<file path="config.mk">
export PLATFORM = sky130hd
export DESIGN_NAME = hazard_scoreboard
export DESIGN_NICKNAME = d
export VERILOG_FILES = /design/src/rtl/hazard_scoreboard.sv
export SDC_FILE = /design/constraint.sdc
export NUM_CORES = 1
export LEC_CHECK = 0
export ABC_AREA = 1
export CAP_MARGIN = 20
export CORE_AREA = 8 8 149 116
export CTS_BUF_LIST = sky130_fd_sc_hd__clkbuf_4
export DETAILED_ROUTE_END_ITERATION = 16
export DIE_AREA = 0 0 157 124
export DONT_BUFFER_PORTS = 1
export PLACE_DENSITY = 0.58
export SKIP_CTS_REPAIR_TIMING = 1
export SLEW_MARGIN = 20
export SYNTH_ARGS = -nofsm -noshare
export SYNTH_HDL_FRONTEND = slang
export SYNTH_SLANG_ARGS = --single-unit
</file>
<file path="constraint.sdc">
create_clock -name clk -period 2.9 [get_ports clk]
set_input_delay 0.29 -clock clk [delete_from_list [all_inputs] [get_ports clk]]
set_output_delay 0.29 -clock clk [all_outputs]
set_load 0.02 [all_outputs]
</file>
<file path="src/rtl/hazard_scoreboard.sv">
// Hazard scoreboard for an in-order pipeline with a multi-cycle multiplier.
// Tracks in-flight multiplies per destination register, selects the EX
// operand forwarding source, and raises the decode stall for load-use,
// mul-use, pending-result, write-after-write and multiplier-full hazards.
module hazard_scoreboard #(
  parameter int NSRC    = 2,
  parameter int REG_W   = 5,
  parameter int MAX_OUT = 4,
  parameter int OW      = $clog2(MAX_OUT + 1)
) (
  input  logic                    clk,
  input  logic                    rst_n,
  input  logic                    id_valid,
  input  logic [NSRC*REG_W-1:0]   id_rs,
  input  logic [REG_W-1:0]        id_rd,
  input  logic                    id_we,
  input  logic                    id_is_mul,
  input  logic                    ex_valid,
  input  logic                    ex_we,
  input  logic                    ex_is_load,
  input  logic                    ex_is_mul,
  input  logic [NSRC*REG_W-1:0]   ex_rs,
  input  logic [REG_W-1:0]        ex_rd,
  input  logic                    mem_valid,
  input  logic                    mem_we,
  input  logic                    mem_is_load,
  input  logic [REG_W-1:0]        mem_rd,
  input  logic                    wb_valid,
  input  logic                    wb_we,
  input  logic [REG_W-1:0]        wb_rd,
  input  logic                    mul_done_valid,
  input  logic [REG_W-1:0]        mul_done_rd,
  input  logic                    flush,
  output logic [2*NSRC-1:0]       fwd_sel,
  output logic                    stall,
  output logic [(2**REG_W)-1:0]   pend_vec,
  output logic [OW-1:0]           out_cnt,
  output logic [31:0]             perf_stall_cnt
);

  localparam int NREG = 2**REG_W;
  localparam logic [OW-1:0] MAX_CNT = OW'(MAX_OUT);

  logic [NREG-1:0]  pendVec;
  logic [NREG-1:0]  pendNext;
  logic [OW-1:0]    outCnt;
  logic [OW-1:0]    cntNext;
  logic             mulqValid;
  logic [REG_W-1:0] mulqRd;
  logic [31:0]      perfStallCnt;
  logic             mulIssue;
  logic             mulDone;
  logic [2*NSRC-1:0] fwdSel;
  logic             srcHazard;
  logic             wawHazard;
  logic             fullHazard;
  logic             stallInt;
  logic [REG_W-1:0] idSrc [NSRC];
  logic [REG_W-1:0] exSrc [NSRC];

  // Unpack the per-source register indices of the decode and EX instructions.
  for (genvar g = 0; g < NSRC; g++) begin : gUnpack
    assign idSrc[g] = id_rs[g*REG_W +: REG_W];
    assign exSrc[g] = ex_rs[g*REG_W +: REG_W];
  end

  // Register 0 is hardwired, so multiplies to it never enter the scoreboard.
  assign mulIssue = ex_valid & ex_is_mul & ex_we & (ex_rd != '0) & ~flush;
  assign mulDone  = mul_done_valid & (mul_done_rd != '0);

  // Next pending vector: completion clears first so a same-register issue wins.
  always_comb begin
    pendNext = pendVec;
    if (mulDone) pendNext[mul_done_rd] = 1'b0;
    if (mulIssue) pendNext[ex_rd] = 1'b1;
  end

  // Next in-flight count, saturating at both ends; issue plus done cancels.
  always_comb begin
    cntNext = outCnt;
    if (mulIssue && !mulDone) begin
      if (outCnt != MAX_CNT) cntNext = outCnt + 1'b1;
    end else if (mulDone && !mulIssue) begin
      if (outCnt != '0) cntNext = outCnt - 1'b1;
    end
  end

  // Operand forwarding for each EX source: MEM, then delayed MUL, then WB.
  always_comb begin
    fwdSel = '0;
    for (int i = 0; i < NSRC; i++) begin
      if (exSrc[i] != '0) begin
        if (mem_valid && mem_we && !mem_is_load && (mem_rd == exSrc[i])) begin
          fwdSel[2*i +: 2] = 2'd1;
        end else if (mulqValid && (mulqRd == exSrc[i])) begin
          fwdSel[2*i +: 2] = 2'd3;
        end else if (wb_valid && wb_we && (wb_rd == exSrc[i])) begin
          fwdSel[2*i +: 2] = 2'd2;
        end
      end
    end
  end

  // Decode stall: any source hazard, a WAW on the destination, or a full multiplier.
  always_comb begin
    srcHazard = 1'b0;
    for (int i = 0; i < NSRC; i++) begin
      if (idSrc[i] != '0) begin
        if (ex_valid && ex_we && ex_is_load && (ex_rd == idSrc[i])) srcHazard = 1'b1;
        if (ex_valid && ex_we && ex_is_mul && !flush && (ex_rd == idSrc[i])) srcHazard = 1'b1;
        if (pendVec[idSrc[i]] && !(mul_done_valid && (mul_done_rd == idSrc[i]))) srcHazard = 1'b1;
      end
    end
    wawHazard  = id_we && (id_rd != '0) && (pendVec[id_rd] || (mulIssue && (ex_rd == id_rd)));
    fullHazard = id_is_mul && (outCnt == MAX_CNT) && !mul_done_valid;
    stallInt   = id_valid && (srcHazard || wawHazard || fullHazard);
  end

  // Scoreboard state, completion delay slot and saturating stall counter.
  always_ff @(posedge clk) begin
    if (!rst_n) begin
      pendVec      <= '0;
      outCnt       <= '0;
      mulqValid    <= 1'b0;
      mulqRd       <= '0;
      perfStallCnt <= '0;
    end else begin
      pendVec   <= pendNext;
      outCnt    <= cntNext;
      mulqValid <= mul_done_valid;
      mulqRd    <= mul_done_rd;
      if (stallInt && (perfStallCnt != 32'hFFFF_FFFF)) perfStallCnt <= perfStallCnt + 32'd1;
    end
  end

  assign fwd_sel        = fwdSel;
  assign stall          = stallInt;
  assign pend_vec       = pendVec;
  assign out_cnt        = outCnt;
  assign perf_stall_cnt = perfStallCnt;

endmodule

</file>
==> summary.md, run 1 <==
| Metric | Value |
|---|---|
| I/O pin count | `about 130` |
| Worst min-delay path startpoint | `ex_rd[0]` |
| Crit-path max FO | `17` |
| Maximum vdd drop | `0.154 mV` |
| Maximum Capacitance Violations | `0` |
| Slew @ Worst Pin | `1180 ps` |
| Hold Path Class | `input port to flop` |
| Hold Violations, Final | `0` |
| Reg-to-reg slack, setup | `around 400 ps` |
| CTS tree | `done` |
| Die height | `124 um` |
| Grt total ovfl | `0` |
| WP data required | `2610 ps` |
| R2R cell count | `14` |
| Mapped Nets | `978` |
| Max_slew headroom | `20.9%` |
| Register area share after synthesis | `24.9%` |
| Clock slew at reported path FFs | `approximately 120 ps` |
| Clock latency on the worst-skew pair | `~460 ps` |
| Worst Setup End Kind | `primary output` |
| CTS Buf Count | `9` |
| FILL cells | `1640` |
| Worst setup SP type | `flop` |
| Setup TNS | `0 ps` |
| Cell internal pwr | `1540 uW` |
| Area growth from synthesis to final layout | `8.41%` |
| Final wirelength | `22.5 mm` |
| Final min period | `~2600 ps` |
| Sequential share of power | `roughly 47%` |
| Drc violations | `0` |
| Top_reg_cell synth | `dfxtp_1` |
| Syn Area/Cell | `6.43 sq um` |
| Count of final setup violators | `0` |
| Die area | `19500 sq um` |
| Core box area | `between 10000 and 15000 sq um` |
| Layout cells sized above 1 | `between 10% and 20%` |
| WL per Instance | `about 20 um` |
| Reg2reg start | `pend_vec[18]` |
| Mean number of vias per cell | `5.63` |
| Combinational group share of total power | `about a fifth` |
| Port bufs | `0` |
| Clk pwr share | `about a third` |
| Vias in the first global route | `5810` |
| Synth warn | `0` |
| Cells on Worst Hold Path | `3` |
| EDFF count, synth | `0` |
| Commonest cells in the netlist | `nand2_1, nand3_1, inv_1, dfxtp_1, nor2_1` |
| Post-route cell area | `6370 sq um` |
| Clk root buf | `clkbuf_4` |
| Status | `completed` |
| Post-synthesis instance area | `5880 sq um` |
| Crit path DAT | `~2300 ps` |
| Power Density | `about 360 nW/um^2` |
| Fin nets | `about 990` |
| R2R Path End | `perf_stall_cnt[1]` |
| DP Area | `6100 sq um` |
| Sink Count | `73` |
| Final antenna-violating net count | `0` |
| Hold endpoint | `pend_vec[26]` |
| Most frequent cell after synthesis | `nand2_1` |
| Routability cong. | `0.963` |
| Fmax | `0.383 GHz` |
| Setup Crit Path Kind | `flop to primary output` |
| Post-Synthesis Cells | `914` |
| Area contributors post-synth | `dfxtp_1, nand2_1, nand3_1` |
| Die W | `about 160 um` |
| Starting Density | `39.5%` |
| Synth top area share | `about a quarter` |
| Ys async rst share | `0%` |
| Pre-antenna DRT Iters | `5` |
| Synth area leader | `dfxtp_1` |
| GRT Total Usage | `22.5%` |
| Hpwl dp | `16.9 mm` |
| Clk buf depth | `2` |
| DRT iter0 DRCs | `740` |
| Sw Pwr | `737 uW` |
| Leakage power | `0.00251 uW` |
| Pin count of the biggest net entering global routing | `35` |
| Global-route wire length before repair | `roughly 34 mm` |
| Slew Limit Fails | `0` |
| Tcrit/Tclk final | `90.0%` |
| H-tree depth | `3` |
| Sw Ratio | `32.4%` |
| Initial antenna violation count | `1` |
| Post-route clock skew | `23.9 ps` |
| Placement Rows | `39` |
| Count of cell types in the netlist | `48` |
| Unrepaired setup endpoints after global routing | `false` |
| Via count | `roughly 6400` |
| Number of synthesized register bits | `73` |
[critical path: stages, from the launching register on]
cell and delay (ps):
dfxtp_1 610, nor2_1 100, nor2_1 100, nand2_1 50, nand3_1 60, nand3_1 110
nand3_1 110, nand3_1 70, nand2_1 60, nand2_1 90, nand3_4 240, nand2_1 90
inv_1 180
[worst max path at each step]
stage | from | to | cells after the start
after floorplan | perf_stall_cnt[1] | perf_stall_cnt[2] | 10
after global placement | pend_vec[18] | perf_stall_cnt[1] | 13
after detailed placement | pend_vec[18] | perf_stall_cnt[1] | 13
after CTS | pend_vec[18] | stall | 12
after global routing | pend_vec[5] | stall | 12
final | pend_vec[18] | stall | 12
[area by class of cell]
| cell class | count | area [sq um] | area share, % |
|---|---|---|---|
| multi-input combinational | 699 | 3740 | 58.7 |
| sequential | 73 | 1460 | 22.9 |
| timing repair buffer | 47 | 380 | 5.97 |
| inverter | 98 | 370 | 5.81 |
| tap | 205 | 256 | 4.03 |
| clock inverter | 6 | 82.6 | 1.30 |
| clock buffer | 10 | 75.1 | 1.18 |
| antenna | 1 | 2.50 | 0.0393 |
[registers in the layout, summed over array words and instances (netlist names)]
register and flops:
mulqValid 1, perf_stall_cnt 32, pend_vec 32, out_cnt 3, mulqRd 5
[stage by stage]
step / power [uW] / util [%] / worst slack, ps / hold slack, ps / instances
floorplan: 1470 / - / 909 / 383 / 914
global placement: 1500 / 41.0 / 469 / 385 / 1111
detailed placement: 1500 / 41.0 / 447 / 388 / 1111
CTS: 2260 / 42.1 / 248 / -110 / 1127
global route: 2390 / 42.8 / 55.9 / 10.1 / 1139
finish: 2270 / 42.8 / 290 / 16.0 / 1139
[cells in the final DEF, fill, tap and decap left out, drive strengths merged, types with 2 or more instances in the layout]
cell type,Yosys,routed
bufinv,0,2
and3,2,2
ha,2,2
nor4,14,14
dfxtp,73,73
nor3,33,33
dlygate4sd3,0,11
buf,30,36
a211oi,2,2
clkinv,0,4
inv,98,98
xnor2,16,16
o21ai,40,40
nor2,65,65
o22ai,11,11
nand2,232,232
a221oi,4,4
xor2,36,36
clkbuf,14,10
nand4,43,43
a21oi,66,66
nand3,115,115
or2,2,2
o31ai,4,4
a21boi,2,2
o211ai,5,5
[layer usage]
layer  vias to the layer above  share of wire [%]  GRT usage (%)
met5                         -                  0              0
met4                         0                2.7           7.84
met3                        45                 14           9.02
met2                       383                 40           30.9
met1                      2876                 44           31.1
li1                       3108                  -              -
[power by group through the flow]
stage	combinational, uW	clock (uW)	sequential, uW
detailed placement	420	0	1080
global route	505	819	1070
finish	451	759	1060
floorplan	376	0	1090
CTS	422	776	1060
global placement	419	0	1090
[logic make-up (layout without fill, tap and decap cells)]
group	count (synthesis)	count (layout)	share of synthesized area, %
xor+xnor	52	52	7.75
compound gates	138	138	14.5
buf+inv	142	161	11.5
other cells	0	1	0
flops	73	73	24.9
fa+ha+maj	3	3	0.766
simple gates	506	506	40.7
(Power assumes the default switching activity.)
==> inputs of run 2 (changes only) <==
- ABC_AREA: 1 -> default
- CORE_AREA: 8 8 149 116 -> 8 8 141 110
- DIE_AREA: 0 0 157 124 -> 0 0 149 118
==> run 2 against run 1 <==
  * The run now ends with negative hold slack, negative setup slack left
  * Die area down 9.7%
  * Register-to-register slack got worse by 170 ps
  * Via count is 22% lower
  * First-iteration DRC count decreased by 22%
  * Core utilization is 1.0 points higher
  * Sequential share of layout area is 2.4 points higher
  * Count of clock-buffer cells in the layout did not move
  * Hold slack worse by 17 ps
  * Wire length fell by 17%
  * Synthesized cell count down 33%
  * Clock skew is 0.69 ps higher
  * Cell area down 8.3%
==> summary.md, run 2 <==
| Metric | Value |
|---|---|
| Die W | `149 um (was 157 um)` |
| CTS tree | `done (unchanged)` |
| CP Cell Sequence | `mux4_2 > a22o_1 > o221ai_2 > nand4_1 > a211o_4 > and2_4 (was nor2_1 > nor2_1 > nand2_1 > nand3_1 > nand3_1 > nand3_1 > nand3_1 > nand2_1 > nand2_1 > nand3_4 > nand2_1 > inv_1)` |
| Post-Synthesis Cells | `608 (was 914)` |
| Initial antenna violation count | `2 (was 1)` |
| DRT iter0 DRCs | `574 (was 740)` |
| Most common cell after layout, fill and taps aside | `dfxtp_1 (was nand2_1)` |
| Synth Area in Simple Gates | `25.3% (was 40.7%)` |
| Setup Crit Path Kind | `flop to primary output (unchanged)` |
| Hpwl dp | `13.7 mm (was 16.9 mm)` |
| Clk root buf | `clkbuf_4 (unchanged)` |
| Ys async rst share | `0% (unchanged)` |
| Largest family of logic cells by synthesized area | `simple AND/OR/NAND/NOR gates (unchanged)` |
| Crit-path max cell delay | `480 ps (was 610 ps)` |
| Layout cells sized above 1 | `16.9% (was 13.7%)` |
| WL per Instance | `22.9 um (was 19.8 um)` |
| Met2 Resource Use GR | `28.1% (was 30.9%)` |
| Syn Area/Cell | `8.53 sq um (was 6.43 sq um)` |
| Clock slew at reported path FFs | `140 ps (was 120 ps)` |
| Crit-path max FO | `5 (was 17)` |
| Die height | `118 um (was 124 um)` |
| M1 GR Usage | `25.4% (was 31.1%)` |
| Tcrit/Tclk final | `101% (was 90.0%)` |
| EDFF count, synth | `0 (unchanged)` |
| Post-route clock skew | `24.6 ps (was 23.9 ps)` |
| Power Density | `360 nW/um^2 (was 357 nW/um^2)` |
| Maximum Capacitance Violations | `0 (unchanged)` |
| Leakage power | `0.00192 uW (was 0.00251 uW)` |
| Setup TNS | `-27.1 ps (was 0 ps)` |
| Worst setup SP type | `flop (unchanged)` |
| Critical path's slowest cell | `mux4_2 (was dfxtp_1)` |
| Synth area leader | `dfxtp_1 (unchanged)` |
| Final wirelength | `18.6 mm (was 22.5 mm)` |
| Max_slew headroom | `36.1% (was 20.9%)` |
| Count of cell types in the netlist | `60 (was 48)` |
| Fraction of the mapped netlist area in adder cells | `0.869% (was 0.766%)` |
| Hold Violations, Final | `1 (was 0)` |
| Area contributors post-synth | `dfxtp_1, mux4_2, mux2i_1 (was dfxtp_1, nand2_1, nand3_1)` |
| Slew Limit Fails | `0 (unchanged)` |
| Top Usage Layer GRT | `met2 (was met1)` |
| Commonest cells in the netlist | `dfxtp_1, a21oi_1, nand2_1, o21ai_0, nor2_1 (was nand2_1, nand3_1, inv_1, dfxtp_1, nor2_1)` |
| Mean number of vias per cell | `6.17 (was 5.63)` |
| Hold Path Class | `input port to flop (unchanged)` |
| Core box area | `13300 sq um (was 14900 sq um)` |
| Register area share after synthesis | `28.2% (was 24.9%)` |
| Number of synthesized register bits | `73 (unchanged)` |
| Die area | `17600 sq um (was 19500 sq um)` |
| Vias in the first global route | `4760 (was 5810)` |
| Most frequent cells in the layout | `dfxtp_1, a21oi_1, nand2_1 (was nand2_1, nand3_1, inv_1)` |
| Global-route wire length before repair | `27.6 mm (was 33.9 mm)` |
| Overall power | `2100 uW (was 2270 uW)` |
| Top_reg_cell synth | `dfxtp_1 (unchanged)` |
| Clock latency on the worst-skew pair | `460 ps (about the same)` |
| GRT Total Usage | `19.9% (was 22.5%)` |
| Crit-path leading delay family | `compound AO/OA/AOI/OAI gates (was simple AND/OR/NAND/NOR gates)` |
| Pre-antenna DRT Iters | `5 (unchanged)` |
| Drc violations | `0 (unchanged)` |
| Synth Area in Compound Gates | `16.8% (was 14.5%)` |
| Sink Count | `73 (unchanged)` |
| Failing checks | `negative hold slack, negative setup slack` |
| Util after Layout | `43.8% (was 42.8%)` |
| Synth top area share | `28.2% (was 24.9%)` |
| Crit path DAT | `2640 ps (was 2320 ps)` |
| Clk buf depth | `2 (unchanged)` |
| WP data required | `2610 ps (about the same)` |
| Routability cong. | `0.940 (was 0.963)` |
| Synth warn | `0 (unchanged)` |
| Pin count of the biggest net entering global routing | `51 (was 35)` |
| I/O pin count | `133 (unchanged)` |
| Post-synthesis instance area | `5180 sq um (was 5880 sq um)` |
| Port bufs | `0 (unchanged)` |
| Unrepaired setup endpoints after global routing | `true (was false)` |
| Met3 usage | `10.2% (was 9.02%)` |
| FILL cells | `1321 (was 1640)` |
| Status | `finished with violations (was completed)` |
| Final antenna-violating net count | `0 (unchanged)` |
| Slew @ Worst Pin | `955 ps (was 1180 ps)` |
| Via count | `5021 (was 6412)` |
| CTS Buf Count | `9 (unchanged)` |
| Fmax | `0.342 GHz (was 0.383 GHz)` |
| Placement Rows | `37 (was 39)` |
| Area growth from synthesis to final layout | `12.7% (was 8.41%)` |
| Final min period | `2930 ps (was 2610 ps)` |
| Fin nets | `698 (was 992)` |
| H-tree depth | `3 (unchanged)` |
| Hold_ws | `-1.02 ps (was 16.0 ps)` |
| Worst Setup End Kind | `primary output (unchanged)` |
| Mapped Nets | `672 (was 978)` |
| Area share of xor/xnor cells in the synthesized design | `9.80% (was 7.75%)` |
| Starting Density | `38.9% (was 39.5%)` |
| Maximum vdd drop | `0.149 mV (was 0.154 mV)` |
| Final worst slack | `-27.1 ps (was 290 ps)` |
| Worst path buffer plus inverter count | `0 (was 1)` |
| Grt total ovfl | `0 (unchanged)` |
| Count of final setup violators | `1 (was 0)` |
| Most frequent cell after synthesis | `dfxtp_1 (was nand2_1)` |
| Mux contribution to synthesized area | `13.6% (was 0%)` |
## run 2: cell types whose count changed after synthesis, moves of 13 or more
cell	before	now
or4_1	0	20
a21oi_2	20	1
inv_2	16	0
nand4_1	42	14
nand2_1	210	47
mux2i_1	0	30
nor3_1	29	5
o31ai_1	4	17
inv_1	81	10
nand3_1	111	25
mux4_2	0	16
nor2_1	62	32
nand2_2	21	1
## run 2: routing by layer
layer  wire [um]  vias to the layer above
met5          10                        -
li1            -                     2308
met2        7880                      261
met1        7690                     2424
met3        2740                       26
met4         311                        2
## run 2: path summary, 6_finish.rpt
check                     from            endpoint  slack (ps)  cells past startpoint
setup / recovery  pend_vec[15]               stall         -30                      6
hold reg to reg   pend_vec[24]        pend_vec[24]         510                      2
hold / removal        ex_rd[1]        pend_vec[15]          -1                      2
setup reg to reg  pend_vec[11]  perf_stall_cnt[10]         230                      9
## run 2: cells by family after synthesis
group / Yosys count
XOR/XNOR: 58
multiplexers: 50
buffers and inverters: 52
flip-flops: 73
adder cells (fa/ha/maj): 3
AND/OR/NAND/NOR: 231
AO/OA/AOI/OAI: 141
## run 2: stage by stage
stage	std cells	worst slack, ps	area (sq um)
global placement	786	237	5520
CTS	801	-349	5660
detailed placement	786	147	5520
finish	814	-27.1	5840
floorplan	608	439	5180
global route	814	-70.2	5840
## run 2: layout make-up
type                       instances  area, sq um  share of cell area (%)
timing repair buffer              57          480                    8.22
antenna                            1         2.50                  0.0428
clock inverter                     5         57.6                   0.985
sequential                        73         1480                    25.3
multi-input combinational        483         3490                    59.8
clock buffer                      10         75.1                    1.29
inverter                          10         37.5                   0.643
tap                              175          219                    3.75
## run 2: where the power goes
group          internal [uW]  total (uW)  switching (uW)
combinational            169         357             188
sequential              1030        1090            63.6
clock                    265         654             389
total                   1460        2100             641
